**config.mk**
```make
export PLATFORM = sky130hd
export DESIGN_NAME = tmr_mac_neuron
export DESIGN_NICKNAME = d
export VERILOG_FILES = /design/src/rtl/tmr_neuron_pkg.sv /design/src/rtl/tmr_mac_lane.sv /design/src/rtl/tmr_mac_neuron.sv
export SDC_FILE = /design/constraint.sdc
export NUM_CORES = 2
export LEC_CHECK = 0
export CORE_AREA = 3 3 545 277
export DETAILED_ROUTE_END_ITERATION = 6
export DIE_AREA = 0 0 548 280
export GPL_ROUTABILITY_DRIVEN = 0
export GPL_TIMING_DRIVEN = 0
export PLACE_DENSITY_LB_ADDON = 0.15
export SLEW_MARGIN = 10
export SYNTH_ARGS = -nofsm -noshare
export SYNTH_HDL_FRONTEND = slang
export SYNTH_SLANG_ARGS = --single-unit
```
**constraint.sdc**
```tcl
create_clock -name clk -period 12.7 [get_ports clk]
set_clock_uncertainty 0.05 [all_clocks]
set_input_delay 2.54 -clock clk [delete_from_list [all_inputs] [get_ports clk]]
set_output_delay 2.54 -clock clk [all_outputs]
set_load 0.02 [all_outputs]
```
**src/rtl/tmr_neuron_pkg.sv**
```systemverilog
`default_nettype none
// ============================================================================
// Module      : tmr_neuron_pkg
// Description : Shared types and helper functions for the TMR MAC neuron:
//               state encoding, CRC over one weight, 2-of-3 majority,
//               fixed-point saturation and accumulator width formula.
// Revision    : 1.0 - initial release
// ============================================================================
package tmr_neuron_pkg;

    localparam int unsigned DATA_MAX_W = 64;
    localparam int unsigned CRC_MAX_W  = 32;
    localparam int unsigned ACC_MAX_W  = 128;

    typedef logic        [DATA_MAX_W-1:0] data_wide_t;
    typedef logic        [CRC_MAX_W-1:0]  crc_wide_t;
    typedef logic        [ACC_MAX_W-1:0]  acc_wide_t;
    typedef logic signed [ACC_MAX_W-1:0]  sacc_wide_t;

    typedef enum logic [2:0] {
        ST_IDLE  = 3'd0,
        ST_CHECK = 3'd1,
        ST_MAC   = 3'd2,
        ST_VOTE  = 3'd3,
        ST_OUT   = 3'd4
    } state_t;

    // Full-precision products summed over m channels cannot overflow this width.
    function automatic int acc_width(input int m, input int n);
        return 2 * n + $clog2(m);
    endfunction

    localparam int ACCW_DEFAULT = acc_width(8, 16);

    // MSB-first CRC, init 0, no reflection, no final XOR; only the low
    // nbits of data and low clw bits of the result are meaningful.
    function automatic crc_wide_t crc_next(input data_wide_t  data,
                                           input int unsigned nbits,
                                           input crc_wide_t   poly,
                                           input int unsigned clw);
        crc_wide_t crc;
        crc_wide_t mask;
        logic      fb;
        crc  = '0;
        mask = (crc_wide_t'(1) << clw) - crc_wide_t'(1);
        for (int i = DATA_MAX_W - 1; i >= 0; i--) begin
            if (i < int'(nbits)) begin
                fb  = crc[clw-1] ^ data[i];
                crc = (crc << 1) & mask;
                if (fb) begin
                    crc = crc ^ (poly & mask);
                end
            end
        end
        return crc;
    endfunction

    function automatic acc_wide_t maj3(input acc_wide_t a,
                                       input acc_wide_t b,
                                       input acc_wide_t c);
        return (a & b) | (a & c) | (b & c);
    endfunction

    // Clamp a signed value to the n-bit two's complement range.
    function automatic data_wide_t sat(input sacc_wide_t v, input int unsigned n);
        sacc_wide_t hi;
        sacc_wide_t lo;
        hi = (sacc_wide_t'(1) <<< (n - 1)) - sacc_wide_t'(1);
        lo = -(sacc_wide_t'(1) <<< (n - 1));
        if (v > hi) begin
            return data_wide_t'(hi);
        end
        if (v < lo) begin
            return data_wide_t'(lo);
        end
        return data_wide_t'(v);
    endfunction

endpackage
`default_nettype wire

```
**src/rtl/tmr_mac_lane.sv**
```systemverilog
`default_nettype none
// ============================================================================
// Module      : tmr_mac_lane
// Description : One redundant multiply-accumulate lane (acc += x*w, signed).
//               With TMR_SCRUB_EN defined the lane exposes its next value and
//               accepts a scrub load that overrides the accumulate.
// Revision    : 1.0 - initial release
// ============================================================================
module tmr_mac_lane #(
    parameter int N    = 16,
    parameter int ACCW = 35
) (
    input  logic            clk,
    input  logic            rst_n,
    input  logic            clr,
    input  logic            en,
`ifdef TMR_SCRUB_EN
    input  logic            ld,
    input  logic [ACCW-1:0] ld_val,
    output logic [ACCW-1:0] acc_nxt,
`endif
    input  logic [N-1:0]    x,
    input  logic [N-1:0]    w,
    output logic [ACCW-1:0] acc
);

    logic signed [2*N-1:0] w_prod;
    logic [ACCW-1:0]       w_sum;
    logic [ACCW-1:0]       r_acc;

    assign w_prod = $signed(x) * $signed(w);
    assign w_sum  = r_acc + ACCW'(w_prod);
    assign acc    = r_acc;

`ifdef TMR_SCRUB_EN
    assign acc_nxt = w_sum;
`endif

    always_ff @(posedge clk or negedge rst_n) begin
        if (!rst_n) begin
            r_acc <= '0;
        end else if (clr) begin
            r_acc <= '0;
`ifdef TMR_SCRUB_EN
        end else if (ld) begin
            r_acc <= ld_val;
`endif
        end else if (en) begin
            r_acc <= w_sum;
        end
    end

endmodule
`default_nettype wire

```
**src/rtl/tmr_mac_neuron.sv**
```systemverilog
`default_nettype none
// ============================================================================
// Module      : tmr_mac_neuron
// Description : CRC-checked weights, serial triple-redundant MAC, majority
//               vote and Q(INTBITS.FRACBITS) saturation. Optional per-cycle
//               lane scrubbing is enabled by defining TMR_SCRUB_EN.
// Revision    : 1.0 - initial release
// ============================================================================
module tmr_mac_neuron
    import tmr_neuron_pkg::*;
#(
    parameter int            M         = 8,
    parameter int            N         = 16,
    parameter int            CL        = 8,
    parameter int            INTBITS   = 6,
    parameter int            FRACBITS  = 10,
    parameter logic [CL-1:0] CRC_POLY  = 8'h07,
    parameter int            MAX_RETRY = 2
) (
    input  logic                clk,
    input  logic                rst_n,
    input  logic                in_valid,
    output logic                in_ready,
    input  logic [M*N-1:0]      X,
    input  logic [M*(N+CL)-1:0] Wcrc,
    output logic                out_valid,
    input  logic                out_ready,
    output logic [N-1:0]        H,
    output logic                rfflag,
    output logic                invalid,
    output logic                tmr_err
);

    localparam int ACCW = acc_width(M, N);
    localparam int KW   = (M > 1) ? $clog2(M) : 1;
    localparam int RW   = (MAX_RETRY < 2) ? 1 : $clog2(MAX_RETRY + 1);
    // Fraction shift; falls back to N-INTBITS if the format is inconsistent.
    localparam int c_shift = (INTBITS + FRACBITS == N) ? FRACBITS : N - INTBITS;
    localparam logic [KW-1:0] c_klast     = KW'(M - 1);
    localparam logic [RW-1:0] c_max_retry = RW'(MAX_RETRY);

    state_t                r_state;
    state_t                w_state_nxt;
    logic [M*N-1:0]        r_x;
    logic [M*(N+CL)-1:0]   r_w;
    logic [RW-1:0]         r_retry;
    logic [KW-1:0]         r_k;
    logic [N-1:0]          r_h;
    logic                  r_invalid;
    logic                  r_tmr_err;

    logic [N-1:0]          w_xa [M];
    logic [N-1:0]          w_wa [M];
    logic [M-1:0]          w_crc_err;
    logic                  w_crc_bad;
    logic                  w_lane_clr;
    logic                  w_lane_en;
    logic [N-1:0]          w_xk;
    logic [N-1:0]          w_wk;
    logic [ACCW-1:0]       w_acc [3];
    logic [ACCW-1:0]       w_maj;
    logic                  w_vote_err;
    logic                  w_err_any;
    logic signed [ACCW-1:0] w_shift;
    logic [N-1:0]          w_sat;

    // Per-channel unpacking and parallel CRC recomputation.
    for (genvar i = 0; i < M; i++) begin : g_ch
        logic [N+CL-1:0] w_word;
        assign w_word       = r_w[i*(N+CL) +: (N+CL)];
        assign w_xa[i]      = r_x[i*N +: N];
        assign w_wa[i]      = w_word[N+CL-1:CL];
        assign w_crc_err[i] = (CL'(crc_next(data_wide_t'(w_wa[i]), N,
                                            crc_wide_t'(CRC_POLY), CL))
                               != w_word[CL-1:0]);
    end

    assign w_crc_bad = |w_crc_err;
    assign w_xk      = w_xa[r_k];
    assign w_wk      = w_wa[r_k];

`ifdef TMR_SCRUB_EN
    logic [ACCW-1:0] w_nxt [3];
    logic [ACCW-1:0] w_nxt_maj;
    logic            w_scrub_err;
    logic            r_scrub_err;

    assign w_nxt_maj   = ACCW'(maj3(acc_wide_t'(w_nxt[0]), acc_wide_t'(w_nxt[1]),
                                    acc_wide_t'(w_nxt[2])));
    assign w_scrub_err = (w_nxt[0] != w_nxt_maj) | (w_nxt[1] != w_nxt_maj) |
                         (w_nxt[2] != w_nxt_maj);

    // Any corrected upset in the transaction must still be reported.
    always_ff @(posedge clk or negedge rst_n) begin
        if (!rst_n) begin
            r_scrub_err <= 1'b0;
        end else if (w_lane_clr) begin
            r_scrub_err <= 1'b0;
        end else if (w_lane_en && w_scrub_err) begin
            r_scrub_err <= 1'b1;
        end
    end

    assign w_err_any = w_vote_err | r_scrub_err;
`else
    assign w_err_any = w_vote_err;
`endif

    for (genvar g = 0; g < 3; g++) begin : g_lane
        tmr_mac_lane #(
            .N    (N),
            .ACCW (ACCW)
        ) u_lane (
            .clk     (clk),
            .rst_n   (rst_n),
            .clr     (w_lane_clr),
            .en      (w_lane_en),
`ifdef TMR_SCRUB_EN
            .ld      (w_lane_en),
            .ld_val  (w_nxt_maj),
            .acc_nxt (w_nxt[g]),
`endif
            .x       (w_xk),
            .w       (w_wk),
            .acc     (w_acc[g])
        );
    end

    assign w_maj      = ACCW'(maj3(acc_wide_t'(w_acc[0]), acc_wide_t'(w_acc[1]),
                                   acc_wide_t'(w_acc[2])));
    assign w_vote_err = (w_acc[0] != w_maj) | (w_acc[1] != w_maj) |
                        (w_acc[2] != w_maj);
    assign w_shift    = $signed(w_maj) >>> c_shift;
    assign w_sat      = N'(sat(sacc_wide_t'(w_shift), N));

    always_ff @(posedge clk or negedge rst_n) begin
        if (!rst_n) begin
            r_state <= ST_IDLE;
        end else begin
            r_state <= w_state_nxt;
        end
    end

    always_comb begin
        w_state_nxt = r_state;
        in_ready    = 1'b0;
        out_valid   = 1'b0;
        rfflag      = 1'b0;
        w_lane_clr  = 1'b0;
        w_lane_en   = 1'b0;
        case (r_state)
            ST_IDLE: begin
                in_ready = 1'b1;
                if (in_valid) begin
                    w_state_nxt = ST_CHECK;
                end
            end
            ST_CHECK: begin
                w_lane_clr = 1'b1;
                if (!w_crc_bad) begin
                    w_state_nxt = ST_MAC;
                end else if (r_retry < c_max_retry) begin
                    rfflag      = 1'b1;
                    w_state_nxt = ST_IDLE;
                end else begin
                    w_state_nxt = ST_OUT;
                end
            end
            ST_MAC: begin
                w_lane_en = 1'b1;
                if (r_k == c_klast) begin
                    w_state_nxt = ST_VOTE;
                end
            end
            ST_VOTE: begin
                w_state_nxt = ST_OUT;
            end
            ST_OUT: begin
                out_valid = 1'b1;
                if (out_ready) begin
                    w_state_nxt = ST_IDLE;
                end
            end
            default: begin
                w_state_nxt = ST_IDLE;
            end
        endcase
    end

    always_ff @(posedge clk or negedge rst_n) begin
        if (!rst_n) begin
            r_x       <= '0;
            r_w       <= '0;
            r_retry   <= '0;
            r_k       <= '0;
            r_h       <= '0;
            r_invalid <= 1'b0;
            r_tmr_err <= 1'b0;
        end else begin
            case (r_state)
                ST_IDLE: begin
                    if (in_valid) begin
                        r_x <= X;
                        r_w <= Wcrc;
                    end
                end
                ST_CHECK: begin
                    r_k <= '0;
                    if (!w_crc_bad) begin
                        r_retry <= '0;
                    end else if (r_retry < c_max_retry) begin
                        r_retry <= r_retry + 1'b1;
                    end else begin
                        r_h       <= '0;
                        r_invalid <= 1'b1;
                        r_tmr_err <= 1'b0;
                    end
                end
                ST_MAC: begin
                    r_k <= (r_k == c_klast) ? '0 : r_k + 1'b1;
                end
                ST_VOTE: begin
                    r_h       <= w_sat;
                    r_invalid <= 1'b0;
                    r_tmr_err <= w_err_any;
                end
                ST_OUT: begin
                    if (out_ready) begin
                        r_retry <= '0;
                    end
                end
                default: begin
                    r_k <= '0;
                end
            endcase
        end
    end

    assign H       = r_h;
    assign invalid = r_invalid;
    assign tmr_err = r_tmr_err;

endmodule
`default_nettype wire
```
==> results.json <==
{
  "avgRoutedWirePerCell_um": 23.7,
  "cap_violations": 0,
  "clk_latency_ps": 660,
  "die_w_um": 548,
  "postCtsHoldBufs": 0,
  "async_flop_share_pct": 100,
  "ys_types": 79,
  "grt_max_degree": 102,
  "netlist.area_leader.share_pct": 29.7,
  "die_h_um": 280,
  "post-route-period-util_pct": 96.3,
  "synth_edf_count": 0,
  "die-area_mm2": 0.153,
  "synth_cells": 3625,
  "initial_core_util_pct": 26.1,
  "grt_util_all_layers_pct": 18.6,
  "worst_slack_ps": 468,
  "drtAntennaViolNets": 0,
  "grt_pass1_vias": 30600,
  "slowest_delay_ps": 800,
  "max_clock_freq_ghz": 0.0818,
  "synth_ff_type": "dfrtp_1",
  "yosys-top-cells-area": "dfrtp_1 (30%), fa_1 (14%), mux2_2 (10%)",
  "drt_iter0_drc": 2178,
  "path_clk_slew_ps": 70,
  "wl_met2_um": 67600,
  "setup_viol": 0,
  "drive_above_1_share_pct": 13.6,
  "hp-class": "reg -> reg",
  "num_rows": 99,
  "crit_fanout": 10,
  "cts.sinks": 451,
  "path_class": "reg -> reg",
  "area_growth_pct": 21.3,
  "dr_total_vias": 29000,
  "slew_headroom_pct": 12.5,
  "yosys_warnings": 0,
  "syn_avg_cell_area_um2": 10.5,
  "wl_um": 143000,
  "syn_area_mm2": 0.0380,
  "synth_top_cells_by_count": "dfrtp_1 (451), inv_1 (384), mux2_2 (340)",
  "highest_layer": "met4",
  "route.met3.wl_um": 7250,
  "cts_made_buffers": 49,
  "drc": 0,
  "crit_slowest_cell": "mux2i_1",
  "antenna_found_initial": 10,
  "cp_common_cell": "fa_1",
  "grt_first_pass_wirelength_um": 211000,
  "status": "completed",
  "final.min_clock_period_ps": 12230,
  "syn_nets": 4403,
  "cp-start-kind": "register",
  "vias_per_cell": 4.80,
  "timing_hold_violations_final": 0,
  "rsz0062_at_grt": "false",
  "portBuffers": 344,
  "end_kind": "register",
  "cp_data_required_time_ps": 13220,
  "crit_arrival_ps": 12750,
  "drtPass1Iterations": 5,
  "ios": 345,
  "synth_most_common_cell": "dfrtp_1",
  "cts_tree": "built",
  "yosysSeqAreaShare_pct": 29.7,
  "coreArea_mm2": 0.146,
  "h-tree-depth": 2,
  "cts_buffer_depth": 3,
  "worst_slew_pin_slew_ps": 1300,
  "yosys.area.top_type": "dfrtp_1",
  "dp_slack_ps": -1470,
  "final_nets": 4805,
  "wl_met1_um": 65500,
  "slew_viol_final": 0,
  "hpwl_um": 119000,
  "root_buffer": "clkbuf_16",
  "grt-ovfl-total": 0,
  "ys_seq_elements": 451,
  "fill_cells": 15000
}
[per-stage QoR]
stage	cell area (um^2)	std cells	TNS [ps]	util [%]	hold WS (ps)
5_1_grt	46100	6040	0	31.6	464
4_1_cts	46000	6035	-19.0	31.5	445
3_5_place_dp	44100	5945	-19230	30.3	430
2_1_floorplan	38000	3625	0	-	425
6_report	46100	6042	0	31.6	438
3_3_place_gp	43900	5938	-5717550	30.1	425
[flip-flops by register name (all words and copies together), names as in the netlist]
register / count
tmr_err: 1
r_x: 128
r_state: 3
r_w: 192
r_retry: 2
g_lane.u_lane.acc: 105
H: 16
r_k: 3
invalid: 1
[critical path: cells and delay by family (launching register included)]
family	cells	cell delay, ps
xor gates and xnor gates	2	700
muxes	2	1430
AOI/OAI and AO/OA	10	2450
adders and majority gates	8	3860
buffers and inverters	5	1740
and+or+nand+nor	6	1330
DFF	1	590
[cells by family (layout without fill, tap and decap cells)]
group	Yosys count	after routing	synth area share, %
mux	438	438	14.8
compound gates	594	594	9.97
other cells	0	7	0
xor+xnor	398	398	10.9
buf+inv	509	950	5.05
simple gates	778	778	9.34
fa+ha+maj	457	457	20.3
flops	451	451	29.7
[layer usage]
metal	global-route usage, %	vias up
met5	0	-
met4	4.12	0
met3	2.93	151
met2	31.1	798
met1	25.4	14800
li1	-	13200
[what timing repair did]
item | in CTS | in global routing
hold endpoints to repair | 0 | 0
setup buffers | 0 | 0
setup endpoints to repair | 34 | 13
gates resized for setup | 13 | 32
[cell usage in the layout, fill, tap and decap left out, types with 15 or more instances in the layout]
cell / instances
nand2_1: 293
nand4_1: 23
a21oi_1: 144
mux2i_1: 20
clkdlybuf4s50_1: 343
nor2b_1: 23
xnor3_1: 39
xor2_1: 101
ha_1: 189
dfrtp_1: 451
mux2_2: 340
o21a_1: 18
nor2_1: 238
a21o_1: 66
o22ai_1: 18
nand2b_1: 44
xnor2_1: 238
fa_1: 265
o21ai_0: 162
o21bai_1: 15
inv_1: 384
nand3_1: 36
mux4_2: 63
nor3_1: 23
clkbuf_16: 49
a31oi_1: 15
clkbuf_1: 112
[layout make-up]
| cell class | count | area [um^2] | share of cell area, % |
|---|---|---|---|
| inverter | 384 | 1440 | 3.13 |
| buffer | 125 | 514 | 1.12 |
| antenna | 7 | 17.5 | 0.0380 |
| sequential | 451 | 11300 | 24.5 |
| clock inverter | 26 | 424 | 0.920 |
| tap | 1969 | 2460 | 5.34 |
| multi-input combinational | 2665 | 25000 | 54.2 |
| clock buffer | 64 | 1360 | 2.95 |
| timing repair buffer | 351 | 3610 | 7.83 |
[worst paths after layout]
check                       start                       end  slack, ps  depth (start not counted)
max                        r_k[0]  g_lane[0].u_lane.acc[34]        470                         33
min                          H[4]                      H[4]        440                          2
max reg2reg                r_k[0]  g_lane[0].u_lane.acc[34]        470                         33
min reg2reg                  H[4]                      H[4]        440                          2
max in group asynchronous   rst_n                     H[13]       8670                          5
min in group asynchronous   rst_n                  r_w[115]       1800                          1
Power is left out: the tool's default activity adds up to more than one toggle a clock period on the data nets, which glitch-free logic cannot reach.
==> variant (same flow settings) <==
Add a define of `TMR_SCRUB_EN`.
--- a/src/rtl/tmr_mac_lane.sv
+++ b/src/rtl/tmr_mac_lane.sv
@@ -6,6 +6,8 @@
 //               accepts a scrub load that overrides the accumulate.
 // Revision    : 1.0 - initial release
 // ============================================================================
+`define TMR_SCRUB_EN
+
 module tmr_mac_lane #(
     parameter int N    = 16,
     parameter int ACCW = 35
Function: not settled (the Yosys comparison gave no result); the edit may change what the design does.
==> variant against the original RTL <==
Count of clock-buffer cells in the layout down 2; routed wire length down 20%; sequential cell count down 69; worst setup slack better by 0.16 ns; synthesized area down 19%; final area down 17%; fmax up 1.4%; sequential share of layout area up 0.43 points; core utilization down 5.3 points; highest routed layer is now met5.
Power is left out: the tool's default activity adds up to more than one toggle a clock period on the data nets, which glitch-free logic cannot reach.
==> variant: results (changes against the original RTL) <==
- Post-synth top cells: dfrtp_1, mux2_2, inv_1
- Synthesized Nets: 3352 (-24%)
- Layout clock buffers: 62 (-3.1%)
- HP Class: flip-flop to flip-flop
- Final std cell area, no fill: 38400 sq um (-17%)
- Placed insts: 4964 (-17%)
- Syn. warnings: 0 (unchanged)
- Vias in the first global route: 23000 (-25%)
- Htree depth: 2 (unchanged)
- Initial DRC count: 1166 (-46%)
- Fillers: 15300 (+2.1%)
- Max FO, Critical Path: 10 (unchanged)
- Seq/Total Area, Yosys: 0.312 (+0.0153)
- Worst-Skew Late Latency: 0.63 ns (-0.03 ns)
- Fraction of area in multi-input gates: 0.510 (-0.0322)
- DRT Wirelength: 115 mm (-20%)
- Post-DR vias/cell: 4.21 (-12%)
- Layout non-clock buf frac: 0.101 (+0.0118)
- ANT cells: 12 (+5)
- Seq area share: 0.249 (+0.00428)
- Clock sink count: 382 (-15%)
- Post-CTS Setup Inserts: 0 (unchanged)
- Status: complete, no violations
- Setup Slack @ Placement: 0.00172 ns (+1.47 ns)
- Maximum clock insertion buffer count: 3 (unchanged)
- Max reg flops: 192 (unchanged)
- # port buffers: 344 (unchanged)
- Fraction of registers with async set/reset: 1.00 (unchanged)
- Unique cell type count in the Yosys netlist: 72 (-8.9%)
- Post-place instance area: 36700 sq um (-17%)
- CTS clock-pin slew for the worst setup and hold paths: 0.06 ns
- Synth area leaders: dfrtp_1, fa_1, mux2_2
- Logic inverters: 324 (-16%)
- Global-route wire length before repair: 166 mm (-21%)
- Initial antenna violation count: 18 (+8)
- Slew headroom: 0.104 (-0.0209)
- CP top delay family: adder cells
- Crit-path max cell delay: 1.05 ns (+0.25 ns)
- Layout clock area frac: 0.0433 (+0.00454)
- Ratio of cells with drive above 1 in the final layout: 0.169 (+0.0328)
- Post-route DRC: 0 (unchanged)
- Largest Register: r_w
- Post-DP HPWL: 95.0 mm (-20%)
- Post-CTS sizing: 1 (-12)
- Syn_area_per_cell: 11.6 sq um (+10%)
- Max Slew Vio Count: 0 (unchanged)
- Non-clk bufs: 435 (-8.6%)
- Largest net degree at the start of global routing: 102 (unchanged)
- Chip Width: 548 um (unchanged)
- Slowest cell on crit path: clkbuf_1
- Final #Nets: 3748 (-22%)
- Global-route usage over all layers: 0.149 (-0.0368)
- WP data arrival: 12.53 ns (-0.22 ns)
- Total CTS buffers: 45 (-8.2%)
- Root Driver: clkbuf_16
- Multi-In Gates: 1854 (-30%)
- DR pass1 iterations: 5 (unchanged)
- Post-Layout Cell Count: 5055 (-16%)
==> variant: cell types whose count changed after synthesis, moves of 21 or more <==
| cell | change |
|---|---|
| nor2_1 | -68 |
| nand3_1 | -21 |
| o21ai_0 | -128 |
| xor2_1 | -36 |
| a22o_1 | +22 |
| xnor2_1 | -28 |
| clkbuf_1 | -38 |
| a21o_1 | -31 |
| nand2b_1 | -25 |
| a21oi_1 | -94 |
| dfrtp_1 | -69 |
| ha_1 | -70 |
| nand2_1 | -115 |
| inv_1 | -60 |
==> variant: layer usage <==
metal | GRT usage | routed length (um) | vias to the layer above
li1 | - | - | 9651
met1 | 0.195 | 50500 | 11100
met2 | 0.256 | 57300 | 409
met3 | 0.0240 | 4800 | 128
met4 | 0.0389 | 2800 | 2
met5 | 0 | 13 | -
==> variant: final timing paths <==
check	start	to	slack, ns	depth (start not counted)
setup / recovery	r_k[1]$_DFFE_PN0N_	g_lane[2].u_lane.acc[33]$_DFFE_PN0P_	0.63	34
hold / removal	H[5]$_DFFE_PN0P_	H[5]$_DFFE_PN0P_	0.44	2
setup reg to reg	r_k[1]$_DFFE_PN0N_	g_lane[2].u_lane.acc[33]$_DFFE_PN0P_	0.63	34
hold reg to reg	H[5]$_DFFE_PN0P_	H[5]$_DFFE_PN0P_	0.44	2
max in group asynchronous	rst_n	r_x[89]$_DFFE_PN0P_	9.18	3
min in group asynchronous	rst_n	r_w[91]$_DFFE_PN0P_	1.85	1
==> variant: logic make-up after synthesis <==
group | Yosys count | synth area share
and+or+nand+nor | 473 | 0.0680
muxes | 439 | 0.184
buffers and inverters | 410 | 0.0504
adders and majority gates | 382 | 0.221
DFF | 382 | 0.312
xor gates and xnor gates | 331 | 0.114
AOI/OAI and AO/OA | 229 | 0.0512
